### config.mk
export PLATFORM = sky130hd
export DESIGN_NAME = jtag_l2_burst_engine
export DESIGN_NICKNAME = d
export VERILOG_FILES = /design/src/rtl/jtag_l2_pkg.sv /design/src/rtl/jtag_l2_rdata_fifo.sv /design/src/rtl/jtag_l2_burst_engine.sv
export SDC_FILE = /design/constraint.sdc
export NUM_CORES = 1
export LEC_CHECK = 0
export BUFFER_PORTS_ARGS = -buffer_cell sky130_fd_sc_hd__buf_2
export CAP_MARGIN = 5
export CORE_MARGIN = 5
export CORE_UTILIZATION = 54
export CTS_CLUSTER_SIZE = 25
export DETAILED_ROUTE_END_ITERATION = 8
export PLACE_DENSITY = 0.83
export SLEW_MARGIN = 10
export SYNTH_ARGS = -nofsm -noshare
export SYNTH_HDL_FRONTEND = slang
export SYNTH_HIERARCHICAL = 1
export SYNTH_SLANG_ARGS = --single-unit
export TNS_END_PERCENT = 20
### constraint.sdc
create_clock -name clk_i -period 3.95 [get_ports clk_i]
set_clock_uncertainty 0.2 [all_clocks]
set_input_delay 0.5925 -clock clk_i [delete_from_list [all_inputs] [get_ports clk_i]]
set_output_delay 0.5925 -clock clk_i [all_outputs]
set_load 0.03 [all_outputs]
### src/rtl/jtag_l2_pkg.sv
// Shared types for the JTAG-to-L2 burst engine: FSM states, the latched command record
// and the all-ones byte-enable source.
package jtag_l2_pkg;

  // Field widths of the latched command record
  localparam int CMD_ADDR_W = 32;
  localparam int CMD_LEN_W  = 8;

  localparam int BE_MAX_W = 64;
  localparam logic [BE_MAX_W-1:0] BE_ALL_ONES = '1;

  typedef enum logic [2:0] {
    IDLE,
    WR,
    RD,
    RD_DRAIN,
    DONE
  } state_t;

  typedef struct packed {
    logic                  we;
    logic [CMD_ADDR_W-1:0] addr;
    logic [CMD_LEN_W-1:0]  len;
  } cmd_t;

endpackage

### src/rtl/jtag_l2_rdata_fifo.sv
// Synchronous read-data FIFO; rst_i clears all entries, and a push with a pop is legal when full.
module jtag_l2_rdata_fifo #(
  parameter int DEPTH = 4,
  parameter int WIDTH = 32
) (
  input  logic                       clk_i,
  input  logic                       rst_i,
  input  logic                       push_i,
  input  logic [WIDTH-1:0]           data_i,
  input  logic                       pop_i,
  output logic [WIDTH-1:0]           data_o,
  output logic [$clog2(DEPTH+1)-1:0] count_o,
  output logic                       empty_o,
  output logic                       full_o
);

  localparam int PTR_W = (DEPTH > 1) ? $clog2(DEPTH) : 1;
  localparam int CNT_W = $clog2(DEPTH + 1);

  logic [WIDTH-1:0] mem_q [DEPTH];
  logic [WIDTH-1:0] mem_d [DEPTH];
  logic [PTR_W-1:0] wr_ptr_q, wr_ptr_d;
  logic [PTR_W-1:0] rd_ptr_q, rd_ptr_d;
  logic [CNT_W-1:0] count_q, count_d;
  logic             do_push, do_pop;

  function automatic logic [PTR_W-1:0] ptr_inc(input logic [PTR_W-1:0] p);
    return (p == PTR_W'(DEPTH - 1)) ? '0 : p + PTR_W'(1);
  endfunction

  always_comb begin
    mem_d    = mem_q;
    wr_ptr_d = wr_ptr_q;
    rd_ptr_d = rd_ptr_q;
    do_pop   = pop_i && (count_q != '0);
    do_push  = push_i && ((count_q != CNT_W'(DEPTH)) || do_pop);
    if (do_push) begin
      mem_d[wr_ptr_q] = data_i;
      wr_ptr_d        = ptr_inc(wr_ptr_q);
    end
    if (do_pop) begin
      rd_ptr_d = ptr_inc(rd_ptr_q);
    end
    count_d = count_q + CNT_W'(do_push) - CNT_W'(do_pop);
  end

  always_ff @(posedge clk_i) begin
    if (rst_i) begin
      mem_q    <= '{default: '0};
      wr_ptr_q <= '0;
      rd_ptr_q <= '0;
      count_q  <= '0;
    end else begin
      mem_q    <= mem_d;
      wr_ptr_q <= wr_ptr_d;
      rd_ptr_q <= rd_ptr_d;
      count_q  <= count_d;
    end
  end

  assign data_o  = mem_q[rd_ptr_q];
  assign count_o = count_q;
  assign empty_o = (count_q == '0);
  assign full_o  = (count_q == CNT_W'(DEPTH));

endmodule

### src/rtl/jtag_l2_burst_engine.sv
// Command-driven burst read/write engine from the JTAG debug path into an L2 req/gnt/rvalid port.
// Optional grant timeout is compiled in with `define JTAG_L2_TIMEOUT_EN.
module jtag_l2_burst_engine
  import jtag_l2_pkg::*;
#(
  parameter int ADDR_W        = 32,
  parameter int DATA_W        = 32,
  parameter int MAX_BURST     = 256,
  parameter int RD_FIFO_DEPTH = 4,
  parameter int TIMEOUT_CYC   = 1024
) (
  input  logic                         clk_i,
  input  logic                         rst_i,
  input  logic                         cmd_valid_i,
  output logic                         cmd_ready_o,
  input  logic                         cmd_we_i,
  input  logic [ADDR_W-1:0]            cmd_addr_i,
  input  logic [$clog2(MAX_BURST)-1:0] cmd_len_i,
  input  logic                         wdata_valid_i,
  output logic                         wdata_ready_o,
  input  logic [DATA_W-1:0]            wdata_i,
  output logic                         rdata_valid_o,
  input  logic                         rdata_ready_i,
  output logic [DATA_W-1:0]            rdata_o,
  output logic                         busy_o,
  output logic                         done_o,
  output logic                         err_o,
  output logic                         mem_req_o,
  output logic                         mem_we_o,
  output logic [DATA_W/8-1:0]          mem_be_o,
  output logic [ADDR_W-1:0]            mem_addr_o,
  output logic [DATA_W-1:0]            mem_wdata_o,
  input  logic                         mem_gnt_i,
  input  logic                         mem_rvalid_i,
  input  logic [DATA_W-1:0]            mem_rdata_i
);

  localparam int LEN_W = $clog2(MAX_BURST);
  localparam int BE_W  = DATA_W / 8;
  localparam int CNT_W = $clog2(RD_FIFO_DEPTH + 1);

  if (ADDR_W != CMD_ADDR_W || LEN_W != CMD_LEN_W) begin : g_bad_cmd_width
    $error("jtag_l2_burst_engine: ADDR_W/MAX_BURST do not match the cmd_t field widths");
  end
  if (DATA_W < 8 || (DATA_W & (DATA_W - 1)) != 0 || BE_W > BE_MAX_W) begin : g_bad_data_w
    $error("jtag_l2_burst_engine: DATA_W must be a power of 2 between 8 and 512");
  end
  if (RD_FIFO_DEPTH < 2 || TIMEOUT_CYC < 1) begin : g_bad_depth
    $error("jtag_l2_burst_engine: RD_FIFO_DEPTH must be >= 2 and TIMEOUT_CYC >= 1");
  end

  state_t           state_q, state_d;
  cmd_t             cmd_q, cmd_d;
  logic [LEN_W-1:0] beat_q, beat_d;
  logic [CNT_W-1:0] outst_q, outst_d;
  logic             err_q, err_d;

  logic             gnt, rd_gnt, push, pop, flush, misaligned;
  logic             rd_room, fifo_drained, drain_exit;
  logic [CNT_W:0]   credit_used;
  logic [CNT_W-1:0] fifo_count;
  logic             fifo_empty, fifo_full;

`ifdef JTAG_L2_TIMEOUT_EN
  localparam int TO_W = $clog2(TIMEOUT_CYC + 1);
  logic [TO_W-1:0] to_cnt_q, to_cnt_d;
  logic            abort_q, abort_d;
`endif

  assign misaligned = (cmd_addr_i & ADDR_W'(BE_W - 1)) != '0;
  // Reads in flight plus words already queued may never exceed the FIFO, so every rvalid has a slot
  assign credit_used  = {1'b0, outst_q} + {1'b0, fifo_count};
  assign rd_room      = !fifo_full && (credit_used < (CNT_W + 1)'(RD_FIFO_DEPTH));
  assign push         = mem_rvalid_i && (outst_q != '0);
  assign pop          = rdata_valid_o && rdata_ready_i;
  assign fifo_drained = fifo_empty || ((fifo_count == CNT_W'(1)) && pop);

  always_comb begin
    state_d       = state_q;
    cmd_d         = cmd_q;
    beat_d        = beat_q;
    outst_d       = outst_q;
    err_d         = err_q;
    cmd_ready_o   = 1'b0;
    mem_req_o     = 1'b0;
    mem_we_o      = 1'b0;
    flush         = 1'b0;
    drain_exit    = fifo_drained;
`ifdef JTAG_L2_TIMEOUT_EN
    to_cnt_d      = to_cnt_q;
    abort_d       = abort_q;
    flush         = abort_q && (state_q == RD_DRAIN);
    drain_exit    = fifo_drained || abort_q;
`endif

    case (state_q)
      IDLE: begin
        cmd_ready_o = 1'b1;
        if (cmd_valid_i) begin
          cmd_d.we   = cmd_we_i;
          cmd_d.addr = cmd_addr_i;
          cmd_d.len  = cmd_len_i;
          beat_d     = '0;
          err_d      = misaligned;
`ifdef JTAG_L2_TIMEOUT_EN
          to_cnt_d   = '0;
          abort_d    = 1'b0;
`endif
          if (misaligned) state_d = DONE;
          else            state_d = cmd_we_i ? WR : RD;
        end
      end
      WR: begin
        mem_req_o = wdata_valid_i;
        mem_we_o  = 1'b1;
      end
      RD: begin
        mem_req_o = rd_room;
      end
      RD_DRAIN: begin
        if ((outst_q == '0) && drain_exit) state_d = DONE;
      end
      DONE: begin
        state_d = IDLE;
      end
      default: begin
        state_d = IDLE;
      end
    endcase

    gnt    = mem_req_o && mem_gnt_i;
    rd_gnt = gnt && !cmd_q.we;

    if (gnt) begin
      cmd_d.addr = cmd_q.addr + ADDR_W'(BE_W);
      beat_d     = beat_q + LEN_W'(1);
      if (beat_q == cmd_q.len) state_d = cmd_q.we ? DONE : RD_DRAIN;
    end

    if (rd_gnt && !push)      outst_d = outst_q + CNT_W'(1);
    else if (!rd_gnt && push) outst_d = outst_q - CNT_W'(1);

`ifdef JTAG_L2_TIMEOUT_EN
    // Stalled requests are abandoned after TIMEOUT_CYC ungranted cycles
    if (gnt) begin
      to_cnt_d = '0;
    end else if (mem_req_o) begin
      if (to_cnt_q == TO_W'(TIMEOUT_CYC - 1)) begin
        to_cnt_d = '0;
        err_d    = 1'b1;
        if (cmd_q.we) begin
          state_d = DONE;
        end else begin
          state_d = RD_DRAIN;
          abort_d = 1'b1;
        end
      end else begin
        to_cnt_d = to_cnt_q + TO_W'(1);
      end
    end
`endif
  end

  always_ff @(posedge clk_i) begin
    if (rst_i) begin
      state_q  <= IDLE;
      cmd_q    <= '0;
      beat_q   <= '0;
      outst_q  <= '0;
      err_q    <= 1'b0;
`ifdef JTAG_L2_TIMEOUT_EN
      to_cnt_q <= '0;
      abort_q  <= 1'b0;
`endif
    end else begin
      state_q  <= state_d;
      cmd_q    <= cmd_d;
      beat_q   <= beat_d;
      outst_q  <= outst_d;
      err_q    <= err_d;
`ifdef JTAG_L2_TIMEOUT_EN
      to_cnt_q <= to_cnt_d;
      abort_q  <= abort_d;
`endif
    end
  end

  jtag_l2_rdata_fifo #(
    .DEPTH (RD_FIFO_DEPTH),
    .WIDTH (DATA_W)
  ) u_rdata_fifo (
    .clk_i   (clk_i),
    .rst_i   (rst_i || flush),
    .push_i  (push),
    .data_i  (mem_rdata_i),
    .pop_i   (pop),
    .data_o  (rdata_o),
    .count_o (fifo_count),
    .empty_o (fifo_empty),
    .full_o  (fifo_full)
  );

  assign rdata_valid_o = !fifo_empty && !flush;
  assign wdata_ready_o = gnt && cmd_q.we;
  assign busy_o        = (state_q != IDLE);
  assign done_o        = (state_q == DONE);
  assign err_o         = done_o && err_q;
  assign mem_be_o      = mem_req_o ? BE_ALL_ONES[BE_W-1:0] : '0;
  assign mem_addr_o    = cmd_q.addr;
  assign mem_wdata_o   = (state_q == WR) ? wdata_i : '0;

endmodule

==> flow_metrics.py, run 1 <==
metrics = {
    "outcome": {
        "outcome": "finished, final reports clean",
    },
    "routing": {
        "drt_iter0_drc": 381,
        "routed_wl_mm": 22.9,
        "post_drt_wl_per_cell_um": 16.6,
        "drtPass1Iterations": 5,
        "drcViolationCount": 0,
        "viasPerCell": 5.57,
        "ant_nets": 0,
        "vias": 7686,
    },
    "logic_synthesis": {
        "postSynthCellCount": 990,
        "syn-num-nets": 1116,
        "synth_edf_count": 0,
        "syn_area_mm2": 0.00950,
        "ys_warn_count": 6,
        "ys_ff_latch": 191,
        "synth_area_per_cell_um2": 9.60,
        "synthArstFlopShare_pct": 0,
        "synth.distinct_cells": 70,
        "synth-main-ff-cell": "dfxtp_1",
        "seq_area_frac_synth_pct": 40.2,
    },
    "worst_setup_path": {
        "cp-start-kind": "flop",
        "arrival_ps": 3670,
        "cp_data_required_time_ps": 4100,
        "end_kind": "flop",
        "worstSetupPathType": "flop to flop",
        "worstPathMaxFanout": 9,
    },
    "clocking": {
        "clock_latency_ps": 420,
        "cts_tree": "built",
        "cts_max_level": 4,
        "clockBufferDepth": 2,
        "numCtsBuffers": 17,
        "clkSinkCount": 191,
        "clk_pin_slew_ps": 70,
        "cts_resized": 0,
        "cts_hold_buf": 0,
        "clockRootBuffer": "clkbuf_16",
        "postCtsSetupBuffers": 0,
    },
    "grt": {
        "grt_first_pass_wirelength_mm": 36.5,
        "grt-ovfl-total": 0,
        "grt_pass1_vias": 7549,
        "grt_antenna_before_repair": 0,
        "grt_max_degree": 70,
        "grt_usage_pct": 22.0,
    },
    "power": {
        "p_leak_nw": 5.16,
        "pwr-share-comb_pct": 25.7,
        "power.internal_mw": 3.58,
        "ir_drop_mv": 0.338,
        "switching_share_pct": 33.2,
        "clkPwrFrac_pct": 32.1,
        "p_per_area_mw_per_mm2": 488,
        "p_switching_mw": 1.78,
        "seq_power_share_pct": 42.3,
    },
    "cells_and_area": {
        "antennaDiodeCount": 0,
        "layout-drive-gt1-share_pct": 28.4,
        "final_cell_mix": "buf_2 (219), nand2_1 (217), dfxtp_1 (189)",
        "nets": 1267,
        "area_delta_synth_final_pct": 15.6,
        "layout_commonest_cell": "buf_2",
    },
    "timing": {
        "hold_violations": 0,
        "setup_slack_ps": 433,
        "rsz0062_at_grt": "no",
        "setup_viol": 0,
        "max_slew_margin_pct": 26.0,
        "slew_viol_final": 0,
        "layout_min_cycle_time_ps": 3520,
        "fmax_mhz": 284,
        "worstMarginPinSlew_ps": 1110,
        "tns_ps": 0,
        "period_share_pct": 89.0,
    },
    "floorplan": {
        "rows": 48,
        "die_h_um": 143,
        "start_util_pct": 54.9,
        "dieArea_mm2": 0.0203,
        "die_x_um": 143,
        "coreArea_mm2": 0.0173,
        "num_io_pins": 220,
    },
    "placement": {
        "io_buffers": 219,
        "gp_congestion": 0.860,
        "dp_hpwl_mm": 16.2,
        "place_ws_ps": 520,
    },
    "job": {
        "drv_cap": 0,
    },
    "hold_path": {
        "holdCritPathClass": "primary input to flop",
    },
}
critical path: stages, from the launching register on:
cell and delay [ps]:
dfxtp_1 400, nor3_1 510, nor2b_1 120, or4b_1 680
nand2_1 190, ha_1 250, inv_1 60, ha_1 150
inv_1 70, fa_1 390, xor2_1 170, and2_1 160
nor3_1 110
layout make-up:
| cell class | count | area (µm²) |
|---|---|---|
| clock buffers | 20 | 457 |
| clock inverters | 12 | 140 |
| fillers | 1429 | 6310 |
| inverters | 18 | 70.1 |
| multi-input cells | 679 | 4970 |
| flip-flops and latches | 191 | 3830 |
| well taps | 225 | 282 |
| repair buffers | 234 | 1230 |
per-layer routing:
metal  routed length [µm]  vias up  GRT usage, %
met5                    0        -             0
met4                  323        0          6.75
met3                 1420       25          4.12
met2                11300      240          38.7
met1                 9830     3673          27.3
li1                     -     3748             -
worst paths after layout:
path                                      startpoint                                  to  slack, ps  depth (start not counted)
setup / recovery  u_rdata_fifo/count_o[1]$_SDFF_PP0_  u_rdata_fifo/count_o[2]$_SDFF_PP0_        430                         12
setup reg to reg  u_rdata_fifo/count_o[1]$_SDFF_PP0_  u_rdata_fifo/count_o[2]$_SDFF_PP0_        430                         12
hold reg to reg           mem_addr_o[0]$_SDFFE_PP0P_          mem_addr_o[0]$_SDFFE_PP0P_        250                          2
hold / removal                          cmd_len_i[7]               cmd_q[7]$_SDFFE_PP0P_        200                          3
synth_stat cells (all sizes together) (10+ instances only):
cell | count | area (µm²)
nand2 | 220 | 838
a21oi | 27 | 135
mux2i | 130 | 1300
o211ai | 10 | 75.1
ha | 12 | 150
xor2 | 17 | 149
nand4 | 17 | 140
buf | 61 | 462
nand3 | 23 | 128
a31oi | 19 | 119
clkbuf | 40 | 180
or3 | 10 | 62.6
mux4 | 32 | 721
and2 | 38 | 238
inv | 18 | 67.6
nor2 | 24 | 97.6
dfxtp | 191 | 3820
kinds of logic (layout without fill, tap and decap cells):
logic type               Yosys count  in the layout  synth area share (%)
AO/OA/AOI/OAI                     96             96                  6.90
AND/OR/NAND/NOR                  388            388                  20.2
XOR/XNOR                          18             18                  1.66
adder cells (fa/ha/maj)           14             14                  2.00
buffers and inverters            120            284                  7.57
flip-flops                       191            191                  40.2
multiplexers                     163            163                  21.4
stage by stage:
step	power [mW]	utilization (%)	area (µm²)	hold slack [ps]	instances
after floorplan	3.34	-	9500	232	990
after global placement	3.65	60.0	10400	239	1347
after detailed placement	3.69	60.0	10400	246	1347
after CTS	5.41	63.5	11000	185	1379
after global routing	5.61	63.5	11000	201	1379
final	5.36	63.5	11000	201	1379
power groups by stage:
stage               registers (mW)  logic [mW]  clock network, mW
finish                        2.27        1.38               1.72
global placement              2.30        1.35                  0
floorplan                     2.25        1.09                  0
CTS                           2.27        1.39               1.75
detailed placement            2.31        1.38                  0
global route                  2.29        1.49               1.83
state kept, by name (all words and copies together) (netlist names):
register	count
beat_q	8
cmd_q	9
err_q	1
mem_addr_o	32
outst_q	3
state_q	3
u_rdata_fifo/count_o	3
u_rdata_fifo/mem_q	128
u_rdata_fifo/rd_ptr_q	2
u_rdata_fifo/wr_ptr_q	2
No activity file was read; power rests on OpenSTA's default activity.
==> run 2: changes to the inputs <==
CORE_UTILIZATION = 56   (was 54)
CTS_BUF_LIST = sky130_fd_sc_hd__clkbuf_8   (was default)
PLACE_DENSITY = 0.86   (was 0.83)
==> run 2 against run 1 <==
Net effect: final area decreased by 1.9%; count of clock-buffer cells in the layout decreased by 3; hold slack got worse by 34 ps; first-iteration DRC count increased by 25%; largest cell class unchanged; highest routed layer unchanged.
==> flow_metrics.py, run 2 (synthesized netlist as in run 1, its figures left out) <==
metrics = {
    "outcome": {
        "outcome": "finished, final reports clean",
    },
    "clocking": {
        "postCtsSetupBuffers": 0,
        "cts_resized": 0,
        "cts_tree": "built",
        "clkSinkCount": 191,
        "cts_max_level": 4,
        "clk_pin_slew_ps": 100,
        "clockBufferDepth": 2,
        "numCtsBuffers": 17,
        "clockRootBuffer": "clkbuf_8",
        "cts_hold_buf": 0,
        "clock_latency_ps": 460,
    },
    "power": {
        "ir_drop_mv": 0.256,
        "p_per_area_mw_per_mm2": 463,
        "p_leak_nw": 5.06,
    },
    "floorplan": {
        "num_io_pins": 220,
        "die_h_um": 140,
        "die_x_um": 140,
        "dieArea_mm2": 0.0197,
        "coreArea_mm2": 0.0166,
        "rows": 47,
        "start_util_pct": 57.1,
    },
    "placement": {
        "gp_congestion": 0.851,
        "io_buffers": 219,
        "dp_hpwl_mm": 16.0,
    },
    "routing": {
        "drcViolationCount": 0,
        "drtPass1Iterations": 5,
        "viasPerCell": 5.59,
        "vias": 7654,
        "routed_wl_mm": 22.6,
        "ant_nets": 0,
        "drt_iter0_drc": 477,
        "post_drt_wl_per_cell_um": 16.5,
    },
    "worst_setup_path": {
        "crit_family": "simple AND/OR/NAND/NOR gates",
        "worstPathMaxFanout": 9,
        "cp_data_required_time_ps": 4120,
        "worstSetupPathType": "flop to flop",
        "cp-start-kind": "flop",
        "max_stage_delay_ps": 670,
        "end_kind": "flop",
        "arrival_ps": 3650,
        "crit_buf_inv": 2,
        "crit_slowest_cell": "or4b_1",
        "crit_chain": "nor3_1 > nor2b_1 > or4b_1 > nand2_1 > ha_1 > inv_1 > ha_1 > inv_1 > fa_1 > xor2_1 > and2_1 > nor3_1",
    },
    "timing": {
        "fmax_mhz": 288,
        "rsz0062_at_grt": "no",
        "layout_min_cycle_time_ps": 3480,
        "worstMarginPinSlew_ps": 816,
        "setup_viol": 0,
        "slew_viol_final": 0,
        "whs_ps": 168,
        "period_share_pct": 88.0,
        "max_slew_margin_pct": 45.6,
        "hold_violations": 0,
        "tns_ps": 0,
    },
    "hold_path": {
        "holdCritPathClass": "primary input to flop",
    },
    "cells_and_area": {
        "ff_latch_area_mm2": 0.00383,
        "largest_register_ffs": 128,
        "multi_input_area_mm2": 0.00497,
        "regMostFlops": "u_rdata_fifo/mem_q",
        "fillers": 1329,
        "area_delta_synth_final_pct": 13.4,
        "antennaDiodeCount": 0,
        "final_cell_mix": "buf_2 (219), nand2_1 (217), dfxtp_1 (189)",
        "layout_commonest_cell": "buf_2",
        "layout-drive-gt1-share_pct": 28.3,
        "nets": 1263,
    },
    "grt": {
        "grt_pass1_vias": 7388,
        "grt_antenna_before_repair": 0,
        "grt-ovfl-total": 0,
        "grt_max_degree": 99,
        "grt_usage_pct": 22.3,
        "grt_first_pass_wirelength_mm": 36.3,
    },
    "job": {
        "drv_cap": 0,
    },
}
## run 2: cell types whose count changed in the layout (fill, tap and decap cells not counted), moves of 2 or more
cell	change
clkbuf_16	-17
clkbuf_8	+15
buf_4	-4
clkinv_4	-2
clkinvlp_4	+2
inv_8	+2
## run 2: tightest hold or removal path: cells and delay by family
family / cells / cell delay (ps)
AOI/OAI and AO/OA: 1 / 50
buffers and inverters: 1 / 90
and+or+nand+nor: 1 / 50
## run 2: path summary, 6_finish.rpt
kind                                 startpoint                                  to  slack, ps  depth (start not counted)
max          u_rdata_fifo/count_o[1]$_SDFF_PP0_  u_rdata_fifo/count_o[2]$_SDFF_PP0_        470                         12
min                                cmd_len_i[4]               cmd_q[4]$_SDFFE_PP0P_        170                          3
max reg2reg  u_rdata_fifo/count_o[1]$_SDFF_PP0_  u_rdata_fifo/count_o[2]$_SDFF_PP0_        470                         12
min reg2reg          mem_addr_o[0]$_SDFFE_PP0P_          mem_addr_o[0]$_SDFFE_PP0P_        250                          2
## run 2: power by group
part	switching (mW)	leakage [nW]	total (mW)	internal, mW
Combinational	0.827	3.30	1.37	0.547
Clock	0.753	0.206	1.35	0.597
Sequential	0.162	1.55	2.27	2.11
Total	1.74	5.06	4.99	3.25
## run 2: cell type report
| class | instances | area share, % |
|---|---|---|
| inverters | 18 | 0.650 |
| clock buffers | 17 | 2.17 |
| clock inverters | 15 | 1.77 |
| well taps | 220 | 2.56 |
| repair buffers | 230 | 11.2 |
| multi-input cells | 679 | 46.2 |
| flip-flops and latches | 191 | 35.5 |
## run 2: through the flow
stage	instance area (µm²)	worst slack, ps	instances	util, %	power, mW
2_1_floorplan	9500	910	990	-	3.34
3_3_place_gp	10300	662	1338	62.2	3.64
3_5_place_dp	10300	501	1338	62.2	3.68
4_1_cts	10800	477	1370	64.7	5.02
5_1_grt	10800	260	1370	64.7	5.24
6_report	10800	472	1370	64.7	4.99
## run 2: per-layer routing
metal	track usage [%]	wire [µm]	vias up	share of wire, %
met5	0	0	-	0
met4	8.31	508	0	2.3
met3	4.33	1380	40	6.1
met2	38.8	11200	226	50
met1	27.4	9440	3655	42
li1	-	-	3733	-
